$ cat config.mk
export PLATFORM = sky130hd
export DESIGN_NAME = a2d_sched
export DESIGN_NICKNAME = d
export VERILOG_FILES = /design/src/rtl/a2d_sched.sv
export SDC_FILE = /design/constraint.sdc
export NUM_CORES = 1
export LEC_CHECK = 0
export CORE_MARGIN = 2
export CORE_UTILIZATION = 35
export DETAILED_ROUTE_END_ITERATION = 10
export PLACE_DENSITY = 0.71
export SLEW_MARGIN = 10
export SYNTH_ARGS = -nofsm -noshare
export SYNTH_HDL_FRONTEND = slang
export SYNTH_SLANG_ARGS = --single-unit
export TNS_END_PERCENT = 5
$ cat constraint.sdc
create_clock -name clk -period 2.21 [get_ports clk]
set_clock_uncertainty 0.05 [all_clocks]
set_input_delay 0.3315 -clock clk [delete_from_list [all_inputs] [get_ports clk]]
set_output_delay 0.3315 -clock clk [all_outputs]
set_load 0.02 [all_outputs]
$ cat src/rtl/a2d_sched.sv
// ---------------------------------------------------------------------------
// a2d_sched
//   Round-robin conversion scheduler for the external 8-channel A2D.
//   A free-running interval timer fires one conversion per period. Each
//   conversion is two SPI transactions: the first issues the channel
//   command, the second clocks back the result. Channels rotate through
//   battery, current, brake and torque.
//
// Ports
//   clk        system clock
//   rst_n      asynchronous active-low reset
//   done       SPI master transaction complete (1-cycle pulse)
//   rd_data    SPI MISO word, valid with done
//   wrt        start SPI transaction (1-cycle pulse)
//   cmd        SPI MOSI word, held from wrt until the next trigger
//   batt       last battery conversion (ch0)
//   curr       last motor current conversion (ch1)
//   brake      last brake-lever conversion (ch3)
//   torque     last pedal torque conversion (ch4)
//   cnv_cmplt  1-cycle pulse when a result register updates
// ---------------------------------------------------------------------------
module a2d_sched #(
   parameter bit FAST_SIM = 1'b0
) (
   input  logic        clk,
   input  logic        rst_n,
   input  logic        done,
   input  logic [15:0] rd_data,
   output logic        wrt,
   output logic [15:0] cmd,
   output logic [11:0] batt,
   output logic [11:0] curr,
   output logic [11:0] brake,
   output logic [11:0] torque,
   output logic        cnv_cmplt
);

   typedef enum logic [1:0] {IDLE, CMD, PAUSE, READ} state_t;

   state_t      state;
   logic [13:0] tmr;
   logic [1:0]  rr;
   logic [2:0]  chnl;
   logic        tmr_full;

   // Upper nibble of the MISO word carries no conversion data.
   logic unused_rd_hi;
   assign unused_rd_hi = ^rd_data[15:12];

   always_ff @(posedge clk or negedge rst_n) begin
      if (!rst_n) tmr <= '0;
      else        tmr <= tmr + 14'd1;
   end

   // FAST_SIM shortens the period to 512 clocks for simulation.
   assign tmr_full = FAST_SIM ? (&tmr[8:0]) : (&tmr);

   // Channel 2 is unused on the board, so rr skips it.
   always_comb begin
      chnl = 3'd0;
      unique case (rr)
         2'd0: chnl = 3'd0;
         2'd1: chnl = 3'd1;
         2'd2: chnl = 3'd3;
         2'd3: chnl = 3'd4;
         default: chnl = 3'd0;
      endcase
   end

   always_ff @(posedge clk or negedge rst_n) begin
      if (!rst_n) begin
         state     <= IDLE;
         rr        <= 2'd0;
         wrt       <= 1'b0;
         cmd       <= 16'h0000;
         batt      <= 12'h000;
         curr      <= 12'h000;
         brake     <= 12'h000;
         torque    <= 12'h000;
         cnv_cmplt <= 1'b0;
      end else begin
         wrt       <= 1'b0;
         cnv_cmplt <= 1'b0;
         case (state)
            IDLE: begin
               // Triggers that land outside IDLE are dropped, not queued.
               if (tmr_full) begin
                  wrt   <= 1'b1;
                  cmd   <= {2'b00, chnl, 11'h000};
                  state <= CMD;
               end
            end
            CMD: begin
               if (done) state <= PAUSE;
            end
            PAUSE: begin
               // Same cmd word is resent; the A2D ignores it on the read pass.
               wrt   <= 1'b1;
               state <= READ;
            end
            READ: begin
               if (done) begin
                  case (rr)
                     2'd0: batt   <= rd_data[11:0];
                     2'd1: curr   <= rd_data[11:0];
                     2'd2: brake  <= rd_data[11:0];
                     2'd3: torque <= rd_data[11:0];
                     default: ;
                  endcase
                  cnv_cmplt <= 1'b1;
                  rr        <= rr + 2'd1;
                  state     <= IDLE;
               end
            end
            default: state <= IDLE;
         endcase
      end
   end

endmodule

# Word level (Yosys, flattened, before mapping)

Index checks and enable logic that the tools add are counted.

Equality and inequality tests: 9
Reductions and logical operators: 10
Add/subtract/negate cells: 2
Mux-type cells: 9

Operators with widths:

| cell                  | count |
|---|---|
| $reduce_and 15->1     | 1 |
| $reduce_and 3->1      | 5 |
| $add 14x1->14 const B | 1 |
| $reduce_and 14->1     | 1 |
| $pmux 3 s4            | 1 |
| $eq 2x2->1 const B    | 4 |
| $pmux 2 s4            | 1 |
| $mux 2                | 3 |
| $ne 2x2->1 const B    | 3 |
| $eq 2x1->1 const B    | 2 |
| $logic_not 2->1       | 2 |
| $mux 1                | 3 |
| $add 2x1->2 const B   | 1 |
| $pmux 1 s2            | 1 |
| $reduce_and 2->1      | 1 |

Logic and storage cells: 40
Flip-flop bits (word level): 71
Output and inout bits: 66
Input bits: 19

# Depth between registers and ports, before layout

Gate-level depths: netlist of the first run.

Word-level depth: 3
Depth in mapped cells: 6

# Least setup slack after synthesis of the first run

No wires, ideal clock.

Kind: flip-flop to flip-flop
Start: reg state[0]
End: reg batt[10]
Stages on the path, launching flop included: 7
Path slack: 0.532 ns
Clock period less this slack: 1.678 ns
Data required time: 2.035 ns
Arrival time: 1.503 ns
Buffers on the path: 2
Cells stage by stage: dfrtp_1 ha_1 and2_1 buf_2 nand2_1 buf_2 mux2_2

Longest elaborated chain between the ends: 2

RTL lines:

| what                              | RTL line | RTL |
|---|---|---|
| start: declaration                | 40       | `state_t state;` |
| start signal: assignment          | 72       | `state <= IDLE;` |
| start signal: assignment          | 90       | `state <= CMD;` |
| start signal: assignment          | 94       | `if (done) state <= PAUSE;` |
| $eq 2x2->1                        | 84       | `case (state)` |
| $reduce_and 3->1 (no source line) | -        |  |
| end signal: assignment            | 104      | `2'd0: batt <= rd_data[11:0];` |
| end: declaration                  | 31       | `output logic [11:0] batt,` |

Every way passes these cells.
A chain may end at the register's enable or synchronous reset.

# Worst setup path after layout of the first run

Start: reg tmr[0]
End: reg cmd[12]

Longest elaborated chain between the ends: 1

RTL lines:

| what                               | RTL line | RTL |
|---|---|---|
| start: declaration                 | 41       | `logic [13:0] tmr;` |
| start signal: assignment           | 52       | `else tmr <= tmr + 14'd1;` |
| $reduce_and 15->1 (no source line) | -        |  |
| end signal: assignment             | 89       | `cmd <= {2'b00, chnl, 11'h000};` |
| end: declaration                   | 30       | `output logic [15:0] cmd,` |

Every way passes these cells.

==> results.sh, run 1 <==
export IMPL_min_delay_start="tmr[0]"
export IMPL_io_pin_count=85
export IMPL_ys_seq_area_frac=0.592
export IMPL_ant_nets=0
export IMPL_status="finished clean"
export IMPL_synth_simple_area_share=0.0617
export IMPL_vias=1800
export IMPL_gp_congestion=0.726
export IMPL_ys_types=27
export IMPL_post_cts_setup_buffers=0
export IMPL_synth_top_family_by_area="multiplexers"
export IMPL_firstDrtPassIters=3
export IMPL_synthCells=210
export IMPL_startpoint_type="flip-flop"
export IMPL_rsz0062_at_grt="no"
export IMPL_hold_depth=1
export IMPL_reg2reg_setup_slack_ps=380
export IMPL_grt_pass1_vias=1858
export IMPL_yosysWarningCount=0
export IMPL_layout_cells_non_filler=398
export IMPL_diodes=0
export IMPL_register_area_um2=1780
export IMPL_synth_area_mux_share=0.200
export IMPL_path_max_fanout=4
export IMPL_routed_wl_mm=5.84
export IMPL_drt_initial_drc_count=41
export IMPL_clock_sinks=71
export IMPL_cts_inserted_buffers=9
export IMPL_grt_use_total=0.134
export IMPL_fillers=747
export IMPL_tns_ps=0
export IMPL_ctsLongestPathBuffers=2
export IMPL_drv_cap=0
export IMPL_die_y_um=96.6
export IMPL_synth_edf_count=0
export IMPL_start_util=0.363
export IMPL_cts_tree="done"
export IMPL_overflow=0
export IMPL_critPathKind="reg2reg"
export IMPL_ys_seq_elements=71
export IMPL_core_area_um2=8260
export IMPL_cts_resized=0
export IMPL_fin_crit_ps=1830
export IMPL_clk_latency_ps=340
export IMPL_r2r_end="cmd[12]"
export IMPL_drv_slew=0
export IMPL_setup_viol=0
export IMPL_synth_async_reset_ratio=1.00
export IMPL_synth_xor_area_frac=0.0379
export IMPL_synthAdderAreaFrac=0.0500
export IMPL_leakagePower_nw=1.83
export IMPL_hold_class="reg2reg"
export IMPL_clockRootBuffer="clkbuf_8"
export IMPL_dp_hpwl_mm=3.98
export IMPL_max_freq_mhz=546
export IMPL_syn_cell_area_um2=3000
export IMPL_setup_worst_path_start="tmr[0]"
export IMPL_path_clk_slew_ps=70
export IMPL_die_w_um=96.6
export IMPL_hold_viol=0
export IMPL_hold_end="tmr[0]"
export IMPL_arrival_ps=2000
export IMPL_antenna_found_initial=0
export IMPL_grt_pass1_wl_mm=9.22
export IMPL_grt_start_max_net_pins=72
export IMPL_final_core_util=0.486
export IMPL_multi_input_area_um2=1120
export IMPL_synth_ff_type="dfrtp_1"
export IMPL_ir_drop_mv=0.479
export IMPL_drcViolationCount=0
export IMPL_syn_avg_cell_area_um2=14.3
export IMPL_h_tree_depth=3
export IMPL_reg2reg_depth=5
export IMPL_core_rowCount=33
export IMPL_endpoint_kind="flip-flop"
export IMPL_p_per_area_nw_per_um2=1350
export IMPL_viasPerCell=4.52
export IMPL_area_delta_synth_final_pct=33.9
export IMPL_required_ps=2380
export IMPL_dieArea_um2=9330
export IMPL_fin_crit_sh=0.829
export IMPL_placed_cells=381
export IMPL_synth_compound_area_frac=0.00751
export IMPL_nets=319
export IMPL_r2r_start="tmr[0]"
export IMPL_wl_per_cell_um=14.7
export IMPL_drive_gt1_frac=0.273
export IMPL_p_total_w=0.00544
export IMPL_portBuffers=67
through the flow:
| stage | instance area [um^2] | hold slack, ps | setup WS, ps |
|---|---|---|---|
| finish | 4020 | 412 | 378 |
| global route | 4020 | 437 | 307 |
| CTS | 4020 | 408 | 367 |
| detailed placement | 3810 | 339 | 327 |
| global placement | 3810 | 334 | 321 |
| floorplan | 3050 | -14.1 | 532 |
report_power, final:
group / leakage, nW / internal [W] / switching (W)
combinational: 0.854 / 0.00126 / 0.00109
clock: 0.0916 / 0.000550 / 0.000481
sequential: 0.889 / 0.00178 / 0.000270
total: 1.83 / 0.00359 / 0.00184
Yosys cell counts (4+ instances only):
cell type | instances | area share
nand2_1 | 12 | 0.015
buf_4 | 13 | 0.033
xnor2_1 | 9 | 0.026
ha_1 | 12 | 0.050
dfrtp_1 | 71 | 0.59
nor2_1 | 5 | 0.0063
mux2_2 | 51 | 0.19
inv_1 | 7 | 0.0088
buf_2 | 5 | 0.0083
nand3_1 | 5 | 0.0083
xor2_1 | 4 | 0.012
final cells by class:
| class | count | share of cell area |
|---|---|---|
| flip-flops and latches | 71 | 0.442 |
| multi-input cells | 126 | 0.279 |
| repair buffers | 73 | 0.190 |
| clock buffers | 11 | 0.0352 |
| well taps | 105 | 0.0327 |
| clock inverters | 5 | 0.0143 |
| inverters | 7 | 0.00654 |
critical path: stages, from the launching register on:
cell	delay, ps
dfrtp_1	380
ha_1	240
nand3_1	170
or2_4	300
nor3_4	220
mux2_2	370
sequential cells by signal (all words and copies together) (netlist names):
signal and flops:
tmr 14, batt 12, curr 12, wrt 1, rr 2, brake 12
torque 12, cnv_cmplt 1, cmd 3, state 2
cells in the final DEF, fill, tap and decap left out, drive strengths merged:
master / Yosys / layout
and3: 2 / 2
xnor2: 9 / 9
clkinv: 0 / 1
and2: 1 / 1
o21ai: 2 / 2
clkdlybuf4s50: 0 / 66
inv: 7 / 7
nand2: 12 / 12
mux2i: 1 / 1
xor2: 4 / 4
nor4: 1 / 1
mux2: 52 / 52
conb: 1 / 13
dfrtp: 71 / 71
dlygate4sd3: 0 / 1
ha: 12 / 12
nor2: 5 / 5
or2: 2 / 2
nand4: 1 / 1
a2bb2oi: 1 / 1
clkinvlp: 0 / 3
buf: 18 / 6
clkbuf: 0 / 11
nand2b: 1 / 1
bufinv: 0 / 1
nand3: 5 / 5
nor3: 2 / 2
what timing repair did:
item / CTS / global route
hold buffers: 1 / 0
endpoints found under the hold margin: 71 / 0
endpoints found under the setup margin: 0 / 0
routing by layer:
layer	global-route usage	wire length (um)	up-vias
met4	0.0669	106	0
met5	0	0	-
li1	-	-	832
met1	0.162	2550	906
met3	0.0318	249	10
met2	0.222	2940	52
cells by family after synthesis:
logic type	after synthesis
AOI/OAI and AO/OA	3
xor gates and xnor gates	13
adders and majority gates	12
buffers and inverters	25
DFF	71
muxes	53
other	1
and+or+nand+nor	32
how the worst max path moves through the flow:
stage | to | cells past startpoint
global placement | curr[7] | 5
floorplan | batt[10] | 6
finish | cmd[12] | 5
CTS | cmd[12] | 5
global route | cmd[12] | 5
detailed placement | torque[9] | 5
No activity file was read; power rests on OpenSTA's default activity.
==> run 2, diff against run 1 <==
clock period = 1.8 ns   (was 2.21 ns; I/O delays follow)
==> run 2 against run 1 <==
Against the previous run: worst hold slack got worse by 36 ps; final area rose by 2.1%; first-iteration DRC count rose by 61%; fmax rose by 5.8%; critical path depth did not move; sequential cell count did not move; clock power rose by 21%; critical path type unchanged.
==> results.sh, run 2 (synthesized netlist as in run 1, its figures left out) <==
export IMPL_final_common_cell="dfrtp_1"
export IMPL_fin_crit_sh=0.961
export IMPL_routed_wl_mm=5.62
export IMPL_switching_share=0.341
export IMPL_critPathKind="reg2reg"
export IMPL_slowest_delay_ps=370
export IMPL_leakagePower_nw=1.88
export IMPL_firstDrtPassIters=4
export IMPL_start_util=0.363
export IMPL_required_ps=1980
export IMPL_cts_tree="done"
export IMPL_die_y_um=96.6
export IMPL_io_pin_count=85
export IMPL_path_clk_slew_ps=80
export IMPL_cts_inserted_buffers=9
export IMPL_largest_reg_flops=14
export IMPL_power_switching_w=0.00227
export IMPL_layout_common_cells="dfrtp_1, clkdlybuf4s50_1, mux2_2"
export IMPL_path_max_fanout=4
export IMPL_drv_cap=0
export IMPL_ctsLongestPathBuffers=2
export IMPL_grt_pass1_vias=1842
export IMPL_portBuffers=67
export IMPL_grt_use_total=0.130
export IMPL_p_clk_frac=0.187
export IMPL_grt_pass1_wl_mm=9.02
export IMPL_final_core_util=0.497
export IMPL_endpoint_kind="flip-flop"
export IMPL_crit_path_cell_trace="ha_1, nand3_1, or2_4, nor3_4, mux2_2"
export IMPL_combPwrFrac=0.437
export IMPL_slowest_stage="dfrtp_1"
export IMPL_hold_class="in2async"
export IMPL_dp_hpwl_mm=4.05
export IMPL_regMostFlops="tmr"
export IMPL_r2r_start="tmr[0]"
export IMPL_diodes=0
export IMPL_h_tree_depth=3
export IMPL_max_freq_mhz=578
export IMPL_ant_nets=0
export IMPL_relSlewSlack=0.657
export IMPL_status="finished clean"
export IMPL_intPower_w=0.00440
export IMPL_drv_slew=0
export IMPL_p_per_area_nw_per_um2=1630
export IMPL_r2r_end="cmd[13]"
export IMPL_startpoint_type="flip-flop"
export IMPL_drive_gt1_frac=0.293
export IMPL_power_frac_seq=0.376
export IMPL_ir_drop_mv=0.509
export IMPL_clk_latency_ps=350
export IMPL_nets=326
export IMPL_antenna_found_initial=0
export IMPL_clock_sinks=71
export IMPL_viasPerCell=4.50
export IMPL_setup_worst_path_start="tmr[0]"
export IMPL_die_w_um=96.6
export IMPL_wl_per_cell_um=13.9
export IMPL_hold_viol=0
export IMPL_area_delta_synth_final_pct=36.7
export IMPL_fin_crit_ps=1730
export IMPL_drcViolationCount=0
export IMPL_clockRootBuffer="clkbuf_8"
export IMPL_dp_slack_ps=61.6
export IMPL_endpoint="cmd[13]"
export IMPL_reg2reg_depth=5
export IMPL_grt_start_max_net_pins=27
export IMPL_core_rowCount=33
export IMPL_arrival_ps=1910
export IMPL_core_area_um2=8260
export IMPL_dieArea_um2=9330
export IMPL_fin_ws_ps=69.4
export IMPL_rsz0062_at_grt="yes"
export IMPL_drt_initial_drc_count=66
export IMPL_reg2reg_setup_slack_ps=70
export IMPL_worst_pin_slew_ps=515
export IMPL_vias=1822
export IMPL_overflow=0
export IMPL_setup_viol=0
export IMPL_gp_congestion=0.791
[run 2: routing by layer]
metal / part of all wire / routed length [um] / vias up / GRT usage
met4: 0.018 / 99 / 0 / 0.0528
met5: 0 / 0 / - / 0
met1: 0.45 / 2540 / 904 / 0.160
met2: 0.48 / 2700 / 53 / 0.213
li1: - / - / 856 / -
met3: 0.051 / 286 / 9 / 0.0388
[run 2: through the flow]
step	instances	area, um^2	total power (W)	hold slack [ps]	TNS, ps
global route	405	4100	0.00709	398	-42.2
finish	405	4100	0.00668	376	0
detailed placement	385	3860	0.00550	219	0
global placement	385	3860	0.00541	214	0
floorplan	222	3050	0.00407	-75.6	0
CTS	402	4070	0.00677	376	0
[run 2: cell type report]
class / instances / area (um^2)
clock buffers: 10 / 128
clock inverters: 6 / 68.8
fillers: 726 / 4160
inverters: 7 / 26.3
multi-input cells: 126 / 1130
flip-flops and latches: 71 / 1780
well taps: 105 / 131
repair buffers: 80 / 841
[run 2: timing repair]
| action | 4_1_cts | 5_1_grt |
|---|---|---|
| endpoints found under the setup margin | 0 | 3 |
| hold buffers | 1 | 0 |
| endpoints found under the hold margin | 19 | 0 |
| gates resized for setup | 0 | 2 |
| setup buffers | 0 | 3 |
[run 2: critical path, delay by kind of cell, from the launching register on]
family | cells | cell delay, ps
DFF | 1 | 370
and+or+nand+nor | 3 | 660
adders and majority gates | 1 | 180
muxes | 1 | 370
[run 2: worst min-delay path by stage]
stage / cells past startpoint / to / from / slack (ps)
final: 2 / batt[9] / rst_n / 380
after global routing: 2 / batt[9] / rst_n / 400
after CTS: 2 / brake[9] / rst_n / 380
after detailed placement: 1 / brake[9] / rst_n / 220
after global placement: 1 / batt[9] / rst_n / 210
after floorplan: 0 / batt[0] / rst_n / -80
[run 2: power groups by stage]
stage	clock network [W]	logic [W]	registers [W]
finish	0.00125	0.00292	0.00251
global route	0.00138	0.00314	0.00257
CTS	0.00129	0.00296	0.00252
detailed placement	0	0.00296	0.00254
global placement	0	0.00289	0.00252
floorplan	0	0.000905	0.00317
